===== config.mk =====
export PLATFORM = sky130hd
export DESIGN_NAME = softmax_div_feeder_flat
export DESIGN_NICKNAME = d
export VERILOG_FILES = /design/src/rtl/softmax_div_feeder_pkg.sv /design/src/rtl/softmax_div_feeder_if.sv /design/src/rtl/softmax_div_feeder_row_buf.sv /design/src/rtl/softmax_div_feeder.sv /design/src/flat_wrapper.sv
export SDC_FILE = /design/constraint.sdc
export NUM_CORES = 1
export LEC_CHECK = 0
export CORE_MARGIN = 1
export CORE_UTILIZATION = 46
export CTS_CLUSTER_DIAMETER = 60
export DETAILED_ROUTE_END_ITERATION = 6
export GPL_TIMING_DRIVEN = 1
export HOLD_SLACK_MARGIN = 0.1
export SYNTH_ARGS = -nofsm -noshare
export SYNTH_HDL_FRONTEND = slang
export SYNTH_SLANG_ARGS = --single-unit
export TNS_END_PERCENT = 10

===== constraint.sdc =====
create_clock -name aclk -period 3 [get_ports aclk]
set_input_delay 0.3 -clock aclk [delete_from_list [all_inputs] [get_ports aclk]]
set_output_delay 0.3 -clock aclk [all_outputs]
set_load 0.05 [all_outputs]

===== src/rtl/softmax_div_feeder_pkg.sv =====
// Shared state type, Q2.13 format constants and width helpers for the softmax divider feeder.
package softmax_pkg;

  typedef enum logic [1:0] {StLoad, StNorm, StIssue} state_e;

  localparam int unsigned QDataW   = 16;
  localparam int unsigned QFracW   = 13;
  localparam int unsigned QFracExt = 8;

  // Counter/index width that never collapses to zero bits.
  function automatic int unsigned idx_width(input int unsigned n);
    return (n > 1) ? $clog2(n) : 1;
  endfunction

  function automatic int unsigned sum_width(input int unsigned data_w, input int unsigned row_len);
    return data_w + idx_width(row_len);
  endfunction

endpackage


===== src/rtl/softmax_div_feeder_if.sv =====
// Element input handshake plus the divider's two AXI-Stream inputs (divisor and dividend).
// With ROW_LAST_EN defined the interface also carries in_last.
interface softmax_div_feeder_if
  import softmax_pkg::*;
#(
  parameter int unsigned DATA_W   = QDataW,
  parameter int unsigned FRAC_EXT = QFracExt
);

  logic                       in_valid;
  logic [DATA_W-1:0]          in_data;
  logic                       in_ready;
`ifdef ROW_LAST_EN
  logic                       in_last;
`endif
  logic                       s_axis_divisor_tvalid;
  logic [DATA_W-1:0]          s_axis_divisor_tdata;
  logic                       s_axis_dividend_tvalid;
  logic [DATA_W+FRAC_EXT-1:0] s_axis_dividend_tdata;

  modport master (
`ifdef ROW_LAST_EN
    input  in_last,
`endif
    input  in_valid,
    input  in_data,
    output in_ready,
    output s_axis_divisor_tvalid,
    output s_axis_divisor_tdata,
    output s_axis_dividend_tvalid,
    output s_axis_dividend_tdata
  );

  modport slave (
`ifdef ROW_LAST_EN
    output in_last,
`endif
    output in_valid,
    output in_data,
    input  in_ready,
    input  s_axis_divisor_tvalid,
    input  s_axis_divisor_tdata,
    input  s_axis_dividend_tvalid,
    input  s_axis_dividend_tdata
  );

endinterface


===== src/rtl/softmax_div_feeder_row_buf.sv =====
// Row buffer: one write port, one registered read port. Contents are not reset.
module softmax_row_buf #(
  parameter int unsigned ROW_LEN = 64,
  parameter int unsigned DATA_W  = 16,
  parameter int unsigned ADDR_W  = 6
) (
  input  logic              clk_i,
  input  logic              we_i,
  input  logic [ADDR_W-1:0] waddr_i,
  input  logic [DATA_W-1:0] wdata_i,
  input  logic [ADDR_W-1:0] raddr_i,
  output logic [DATA_W-1:0] rdata_o
);

  logic [DATA_W-1:0] mem_q [ROW_LEN];

  always_ff @(posedge clk_i) begin
    if (we_i) begin
      mem_q[waddr_i] <= wdata_i;
    end
    rdata_o <= mem_q[raddr_i];
  end

endmodule


===== src/rtl/softmax_div_feeder.sv =====
// Softmax divider feeder: buffers a row of Q2.13 exponents, normalises the row sum and streams
// one divisor/dividend pair per cycle. Define ROW_LAST_EN to allow in_last to end a row early.
module softmax_div_feeder
  import softmax_pkg::*;
#(
  parameter int unsigned ROW_LEN   = 64,
  parameter int unsigned DATA_W    = QDataW,
  parameter int unsigned FRAC_EXT  = QFracExt,
  parameter int unsigned MAX_SHIFT = 8
) (
  input  logic                              aclk,
  input  logic                              aresetn,
  softmax_div_feeder_if.master              bus,
  output logic [idx_width(ROW_LEN)-1:0]     issue_idx,
  output logic [idx_width(MAX_SHIFT+1)-1:0] shift_amt,
  output logic                              sat_flag,
  output logic                              zero_flag,
  output logic                              row_done
);

  localparam int unsigned IdxW = idx_width(ROW_LEN);
  localparam int unsigned ShW  = idx_width(MAX_SHIFT + 1);
  localparam int unsigned SumW = sum_width(DATA_W, ROW_LEN);
  localparam int unsigned DvdW = DATA_W + FRAC_EXT;
  localparam logic [SumW-1:0]   DivLimit = SumW'(1) << (DATA_W - 1);
  localparam logic [IdxW-1:0]   LastIdx  = IdxW'(ROW_LEN - 1);
  localparam logic [DATA_W-1:0] DivSat   = {1'b0, {(DATA_W - 1){1'b1}}};

  state_e            state_q;
  logic [IdxW-1:0]   cnt_q, last_q, issue_idx_q;
  logic [SumW-1:0]   sum_q;
  logic [ShW-1:0]    shift_q;
  logic [DATA_W-1:0] divisor_q, rd_data;
  logic [DvdW-1:0]   dividend_q;
  logic              in_ready_q, tvalid_q, row_done_q, sat_q, zero_q;

  logic              accept, row_end, norm_sat;
  logic [ShW-1:0]    norm_k;
  logic [DATA_W-1:0] norm_div;

  assign accept = (state_q == StLoad) && in_ready_q && bus.in_valid;
`ifdef ROW_LAST_EN
  assign row_end = (cnt_q == LastIdx) || bus.in_last;
`else
  assign row_end = (cnt_q == LastIdx);
`endif

  // Smallest shift that brings the sum below 2^(DATA_W-1); saturate if none up to MAX_SHIFT.
  always_comb begin
    norm_k   = ShW'(MAX_SHIFT);
    norm_sat = 1'b1;
    for (int k = MAX_SHIFT; k >= 0; k--) begin
      if ((sum_q >> k) < DivLimit) begin
        norm_k   = ShW'(k);
        norm_sat = 1'b0;
      end
    end
    norm_div = norm_sat ? DivSat : DATA_W'(sum_q >> norm_k);
  end

  // cnt_q is the write address in LOAD and runs one ahead of issue_idx_q as the read address.
  softmax_row_buf #(
    .ROW_LEN (ROW_LEN),
    .DATA_W  (DATA_W),
    .ADDR_W  (IdxW)
  ) u_row_buf (
    .clk_i   (aclk),
    .we_i    (accept),
    .waddr_i (cnt_q),
    .wdata_i (bus.in_data),
    .raddr_i (cnt_q),
    .rdata_o (rd_data)
  );

  always_ff @(posedge aclk or negedge aresetn) begin
    if (!aresetn) begin
      state_q     <= StLoad;
      cnt_q       <= '0;
      last_q      <= '0;
      issue_idx_q <= '0;
      sum_q       <= '0;
      shift_q     <= '0;
      divisor_q   <= '0;
      dividend_q  <= '0;
      in_ready_q  <= 1'b0;
      tvalid_q    <= 1'b0;
      row_done_q  <= 1'b0;
      sat_q       <= 1'b0;
      zero_q      <= 1'b0;
    end else begin
      row_done_q <= 1'b0;
      case (state_q)
        StLoad: begin
          in_ready_q <= 1'b1;
          if (accept) begin
            sum_q <= sum_q + SumW'(bus.in_data);
            if (row_end) begin
              cnt_q      <= '0;
              last_q     <= cnt_q;
              in_ready_q <= 1'b0;
              state_q    <= StNorm;
            end else begin
              cnt_q <= cnt_q + IdxW'(1);
            end
          end
        end
        StNorm: begin
          shift_q   <= norm_k;
          sat_q     <= norm_sat;
          zero_q    <= (sum_q == '0);
          divisor_q <= norm_div;
          sum_q     <= '0;
          if (cnt_q != LastIdx) cnt_q <= cnt_q + IdxW'(1);
          state_q   <= StIssue;
        end
        StIssue: begin
          if (tvalid_q && (issue_idx_q == last_q)) begin
            tvalid_q   <= 1'b0;
            row_done_q <= 1'b1;
            in_ready_q <= 1'b1;
            cnt_q      <= '0;
            state_q    <= StLoad;
          end else begin
            tvalid_q    <= 1'b1;
            issue_idx_q <= tvalid_q ? issue_idx_q + IdxW'(1) : '0;
            dividend_q  <= {rd_data, {FRAC_EXT{1'b0}}} >> shift_q;
            if (cnt_q != LastIdx) cnt_q <= cnt_q + IdxW'(1);
          end
        end
        default: state_q <= StLoad;
      endcase
    end
  end

  assign bus.in_ready               = in_ready_q;
  assign bus.s_axis_divisor_tvalid  = tvalid_q;
  assign bus.s_axis_divisor_tdata   = divisor_q;
  assign bus.s_axis_dividend_tvalid = tvalid_q;
  assign bus.s_axis_dividend_tdata  = dividend_q;
  assign issue_idx                  = issue_idx_q;
  assign shift_amt                  = shift_q;
  assign sat_flag                   = sat_q;
  assign zero_flag                  = zero_q;
  assign row_done                   = row_done_q;

endmodule


===== src/flat_wrapper.sv =====
// flat-port wrapper written by rule: the top's interface ports become plain ports
module softmax_div_feeder_flat import softmax_pkg::*;
#(
  parameter int unsigned ROW_LEN   = 64,
  parameter int unsigned DATA_W    = QDataW,
  parameter int unsigned FRAC_EXT  = QFracExt,
  parameter int unsigned MAX_SHIFT = 8
)
  (aclk, aresetn, issue_idx, shift_amt, sat_flag, zero_flag, row_done, bus_in_valid, bus_in_data, bus_in_ready, bus_s_axis_divisor_tvalid, bus_s_axis_divisor_tdata, bus_s_axis_dividend_tvalid, bus_s_axis_dividend_tdata);
  softmax_div_feeder_if #(.DATA_W(DATA_W), .FRAC_EXT(FRAC_EXT)) bus_i ();
  input  logic aclk;
  input  logic aresetn;
  output logic [idx_width(ROW_LEN)-1:0] issue_idx;
  output logic [idx_width(MAX_SHIFT+1)-1:0] shift_amt;
  output logic sat_flag;
  output logic zero_flag;
  output logic row_done;
  input wire logic [$bits(bus_i.in_valid)-1:0] bus_in_valid;
  input wire logic [$bits(bus_i.in_data)-1:0] bus_in_data;
  output wire logic [$bits(bus_i.in_ready)-1:0] bus_in_ready;
  output wire logic [$bits(bus_i.s_axis_divisor_tvalid)-1:0] bus_s_axis_divisor_tvalid;
  output wire logic [$bits(bus_i.s_axis_divisor_tdata)-1:0] bus_s_axis_divisor_tdata;
  output wire logic [$bits(bus_i.s_axis_dividend_tvalid)-1:0] bus_s_axis_dividend_tvalid;
  output wire logic [$bits(bus_i.s_axis_dividend_tdata)-1:0] bus_s_axis_dividend_tdata;
  assign bus_i.in_valid = bus_in_valid;
  assign bus_i.in_data = bus_in_data;
  assign bus_in_ready = bus_i.in_ready;
  assign bus_s_axis_divisor_tvalid = bus_i.s_axis_divisor_tvalid;
  assign bus_s_axis_divisor_tdata = bus_i.s_axis_divisor_tdata;
  assign bus_s_axis_dividend_tvalid = bus_i.s_axis_dividend_tvalid;
  assign bus_s_axis_dividend_tdata = bus_i.s_axis_dividend_tdata;
  softmax_div_feeder #(.ROW_LEN(ROW_LEN), .DATA_W(DATA_W), .FRAC_EXT(FRAC_EXT), .MAX_SHIFT(MAX_SHIFT)) u_core (.aclk(aclk), .aresetn(aresetn), .bus(bus_i), .issue_idx(issue_idx), .shift_amt(shift_amt), .sat_flag(sat_flag), .zero_flag(zero_flag), .row_done(row_done));
endmodule

* Word-level counts from Yosys, hierarchy flattened *
Memories as Yosys holds them, arrays and structs flattened. A register that Yosys moved wholly into a read port is not among the register bits.
Index checks and enable logic that the tools add are counted.
W data, S select, Z words.

word-level totals
  input port bits = 19
  memory bits (writable) = 1024
  flip-flop bits (word level) = 91
  memories kept = 1
  latch bits = 0
  word-level logic and storage cells = 90
  memory bits (read-only) = 0
  output and inout port bits = 56

memories
  memory                  words  bits a word  read ports  clocked after Yosys merged registers in  write ports  RTL line                          source
  u_core.u_row_buf.mem_q  64     16           1           1                                        1            softmax_div_feeder_row_buf.sv:15  logic [DATA_W-1:0] mem_q [ROW_LEN];

operators by class
  multipliers = 0
  div/mod/pow operators = 0
  add/subtract/negate cells = 3
  reductions and logical operators = 14
  $lt $le $gt $ge = 9
  equal/unequal tests = 8
  muxes and demuxes = 39
  shifts and indexed selects = 2
  bitwise logic cells = 1

operators with widths
  kind                    count
  $pmux W22 S2            1
  $mux W4                 8
  $mux W6                 5
  $shr A24 B4 Y24         1
  $add A22 B16 Y22        1
  $logic_not A22 Y1       1
  $lt A22 B16 Y1 const B  1
  $mux W22                1
  $shr A22 B4 Y16         1
  $lt A21 B16 Y1 const B  1
  $lt A20 B16 Y1 const B  1
  $lt A19 B16 Y1 const B  1
  $lt A18 B16 Y1 const B  1
  $pmux W6 S3             1
  $lt A17 B16 Y1 const B  1
  $mux W1                 17
  $lt A14 B16 Y1 const B  1
  $lt A15 B16 Y1 const B  1
  $lt A16 B16 Y1 const B  1
  $mux W16                1
  $add A6 B1 Y6 const B   2
  $reduce_and A2 Y1       4
  $eq A6 B6 Y1            1
  $eq A6 B6 Y1 const B    1
  13 further kinds        21

* Longest topological paths before layout *
  depth in word-level cells = 11
  depth in mapped cells = 12
  depth with buffers taken out = 9

* Hierarchy *
A second synthesis with hierarchy kept.

second synthesis, totals
  cells, all modules = 2435
  area total of the unflattened synthesis = 45758.9 um2

modules (own cells, without submodules)
  module              instances  sequential area each (um2)  area each (um2)  cells each
  softmax_row_buf     1          31069.8                     40042.2          1829
  softmax_div_feeder  1          2202.1                      5716.7           606

* Worst setup path after synthesis *
No wires, ideal clock.

  kind = register -> register
  from = register u_core.cnt_q[0]
  to = memory u_core.u_row_buf.mem_q[0][0] (enable)
  arrival time = 2612 ps
  period minus slack after synthesis = 3000 ps
  setup time = 388 ps
  setup slack = 0 ps
  path buffers = 4
  stages on the path, launching flop included = 8
  cell sequence = dfrtp_1 > clkbuf_1 > buf_2 > buf_2 > nor3_1 > clkbuf_1 > nand2_1 > nor2_1

RTL lines
  element                 RTL line                          source
  start, declared         softmax_div_feeder.sv:30          logic [IdxW-1:0] cnt_q, last_q, issue_idx_q;
  start signal, assigned  softmax_div_feeder.sv:103         cnt_q <= cnt_q + IdxW'(1);
  start signal, assigned  softmax_div_feeder.sv:113         if (cnt_q != LastIdx) cnt_q <= cnt_q + IdxW'(1);
  start signal, assigned  softmax_div_feeder.sv:127         if (cnt_q != LastIdx) cnt_q <= cnt_q + IdxW'(1);
  end, declared           softmax_div_feeder_row_buf.sv:15

Straight into the memory's write port.

==> results by group <==
Drt
  – Final wirelength: 141 mm
  – Via/cell ratio: approximately 6.3
  – DR pass1 iterations: 5
  – 1st-iter DRT viols: about 3700
  – Routed Antenna Nets: 0
  – WL/cell: about 31 um
  – Via count: approximately 28000
  – DRC viols: 0

Floorplanning
  – Die Span Y: between 300 and 400 um
  – CORE AREA: roughly 98000 um2
  – Die footprint: between 100000 and 150000 um2
  – Initial core utilization: 46.4%
  – Die width: approximately 320 um
  – Row count: between 100 and 150
  – I/O pins: 75

Timing
  – Clock Skews: between 0.02 and 0.025 ns
  – Max-slew violation count: 0
  – Final WS setup: -0.0215 ns
  – Pin slew with the least headroom to its limit: roughly 1 ns
  – Setup violations, final: 1
  – Max Freq: about 0.33 GHz
  – RSZ-0062 raised after global routing: true
  – Final TNS setup: -0.0215 ns
  – Hold Fails Final Rpt: 0
  – Post-layout min period: a little over 3 ns
  – Fin crit share: 101%
  – Max-slew headroom: between 30% and 40%

Cells and area
  – Multi-input gate area: 11500 um2
  – Util after Layout: 55.0%
  – N_diodes: 0
  – Share of post-route cells with drive strength above 1: 21.5%
  – Layout Nets: roughly 3200
  – Fillers: 7693
  – Non-Filler Instances: around 4500
  – Seq. cell area: about 33000 um2
  – Area Growth Syn to Fin: 18.6%

Placement
  – Port bufs: a little over 70
  – Dpl ws: a little under 0.06 ns
  – DP Cell Count: between 4000 and 5000
  – GPL Wtd Cong: ~0.96
  – DP HPWL: ~90 mm

Yosys
  – Syn Std Cell Area: 45600 um2
  – Post-Synth XOR/XNOR Area: less than 1%
  – Synth Area in Simple Gates: 4.70%
  – Count leader, synth: edfxtp_1
  – Post-synthesis register bit count: about 1100
  – Synth top area share: roughly two thirds
  – Avg Inst Size Synth: between 15 and 20 um2
  – Mux share of post-synthesis cell area: 9.80%
  – Synth unique cells: between 70 and 80
  – Adder-Cell Fraction of Synth Area: less than 1%
  – Combinational family with the most area after synthesis: multiplexers
  – Synth cell count leaders: edfxtp_1, nor2_1, mux2i_1
  – Compound-cell area share of the yosys netlist: under 10%
  – Syn Inst Count: 2787
  – Syn. warnings: 0
  – Number of synthesized flops with an enable pin: 1024
  – Asr flop ratio synth: between 7 and 8%
  – Post-synthesis sequential area ratio: approximately 73%
  – Synth Flop Type: edfxtp_1
  – Biggest area consumer among synthesized cells: edfxtp_1
  – Synth area leaders: edfxtp_1, mux4_2, dfrtp_1

CTS
  – Clock Root Buffer: clkbuf_16
  – Post-CTS setup buffers: 0
  – Max Root-Sink Buffers: 3
  – CTS Sinks: ~1100
  – CTS buffer count: 118
  – CTS H-tree lvls: 3
  – CTS tree: done
  – Clock-pin slew on the worst setup and hold paths: ~0.060 ns
  – Clk_lat worst skew: 0.71 ns

Setup path
  – Critical path peak fanout: between 50 and 60
  – Slowest stage delay, CP: 0.59 ns
  – CP Launch Type: flip-flop
  – FF-to-FF setup slack: -0.02 ns
  – CP Cell Sequence: buf_16 > buf_4 > mux4_2 > nand2_1 > o221ai_1 > a32oi_1 > o211ai_1 > or3_1
  – Worst Path Arrival: roughly 3.6 ns
  – Worst setup EP type: flip-flop
  – Setup CP Type: flip-flop to flip-flop
  – Setup crit start: u_core.cnt_q[2]$_DFFE_PN0P_
  – Launching point of the worst reg2reg path: u_core.cnt_q[2]$_DFFE_PN0P_
  – Slowest cell on the critical path: dfrtp_4
  – Critical Path RT: approximately 3.6 ns

Status
  – Violated checks: setup timing
  – Status: finished with violations

Global routing
  – Largest net degree at the start of global routing: 65
  – Number of global-route vias before repair: between 20000 and 30000
  – Total gr overflow: 0
  – Antenna violations before repair: 8
  – Global-route wire length before repair: between 200 and 250 mm
  – Gr usage total: ~28%

Pwr
  – Sequential share of power: 36.4%
  – P_sw: 18.3 mW
  – Comb power frac: a little over a third
  – Clock network power share: between 20% and 30%
  – Sw Ratio: a little over a third
  – Leak: approximately 19 nW
  – PD cells: about 960 nW/um2
  – Pint: ~34 mW
  – VDD IR max: roughly 0.66 mV
  – Overall Power: 52.1 mW

Flow run
  – Max-Cap Viols: 0

Min path
  – Hold path startpoint: bus_in_data[3]
  – Worst hold path class: input port to flip-flop
## through the flow
step	hold WS, ns	instance area (um2)
CTS	0.117	54100
global placement	0.404	50100
global route	0.178	54100
finish	0.201	54100
floorplan	0.00441	45600
detailed placement	0.411	50100
## what timing repair did
| item | 4_1_cts | 5_1_grt |
|---|---|---|
| hold buffers | 10 | 1 |
| endpoints found under the setup margin | 0 | 7 |
| hold endpoints to repair | 86 | 5 |
| resized for setup | 0 | 5 |
## routing by layer
metal | up-vias | part of all wire [%] | wire length, um | global-route usage (%)
met2 | 1628 | 46 | 64700 | 43.5
met1 | 14564 | 39 | 55200 | 38.7
li1 | 11890 | - | - | -
met3 | 292 | 10 | 14500 | 5.82
met4 | 2 | 4.6 | 6460 | 11.8
met5 | - | 0.014 | 20 | 0
## worst max-delay path, delay by kind of cell, from the launching register on
family,cells,cell delay [ns]
mux,1,0.31
flops,1,0.59
simple gates,2,0.60
compound gates,3,0.76
buf+inv,2,0.55
## power by group through the flow
| stage | Clock, mW | Combinational [mW] | Sequential [mW] |
|---|---|---|---|
| 6_report | 14.5 | 18.6 | 18.9 |
| 5_1_grt | 15.2 | 19.4 | 19.0 |
| 4_1_cts | 14.6 | 18.3 | 18.9 |
| 3_5_place_dp | 0 | 18.2 | 19.2 |
| 3_3_place_gp | 0 | 18.1 | 19.2 |
| 2_1_floorplan | 0 | 9.60 | 19.1 |
## area by class of cell
class | count | share of cell area (%)
multi-input cells | 1459 | 21.3
clock buffers | 144 | 5.76
clock inverters | 71 | 1.31
repair buffers | 393 | 6.99
inverters | 22 | 0.153
well taps | 1287 | 2.98
flip-flops and latches | 1128 | 61.5
## final timing paths
kind,endpoint,depth (start not counted)
max,u_core.u_row_buf.rdata_o[0]$_DFF_P_,8
min,u_core.u_row_buf.mem_q[27][3]$_DFFE_PP_,2
max reg2reg,u_core.u_row_buf.rdata_o[0]$_DFF_P_,8
min reg2reg,u_core.bus.s_axis_dividend_tdata[19]$_DFFE_PN0P_,2
max in group asynchronous,u_core.bus.s_axis_dividend_tdata[16]$_DFFE_PN0P_,3
min in group asynchronous,u_core.sum_q[9]$_DFFE_PN0P_,2
## cell families after synthesis
logic type               Yosys count
AO/OA/AOI/OAI                    642
flip-flops                      1128
adder cells (fa/ha/maj)           24
multiplexers                     311
XOR/XNOR                          13
buffers and inverters            202
AND/OR/NAND/NOR                  466
other                              1
## layout by cell type, fill, tap and decap left out, types with 30 or more instances in the layout
cell	n
a21oi_1	122
a221oi_1	79
a22o_1	30
a22oi_1	84
buf_12	55
buf_4	256
clkbuf_16	121
clkdlybuf4s50_1	54
dfrtp_1	85
edfxtp_1	1024
mux2_2	59
mux2i_1	150
mux4_2	101
nand2_1	140
nor2_1	164
o21ai_0	123
o22ai_1	41
## registers in the layout, indices dropped and copies added (netlist names)
| name | cells |
|---|---|
| u_core.row_done | 1 |
| u_core.bus.in_ready | 1 |
| u_core.last_q | 6 |
| u_core.state_q | 2 |
| u_core.zero_flag | 1 |
| u_core.cnt_q | 6 |
| u_core.bus.s_axis_divisor_tdata | 16 |
| u_core.issue_idx | 6 |
| u_core.bus.s_axis_dividend_tdata | 23 |
| u_core.u_row_buf.mem_q | 1024 |
| u_core.bus.s_axis_dividend_tvalid | 1 |
| u_core.u_row_buf.rdata_o | 16 |
| u_core.sum_q | 22 |
| u_core.shift_amt | 3 |
Note: power is estimated with default switching activity, not from simulation.
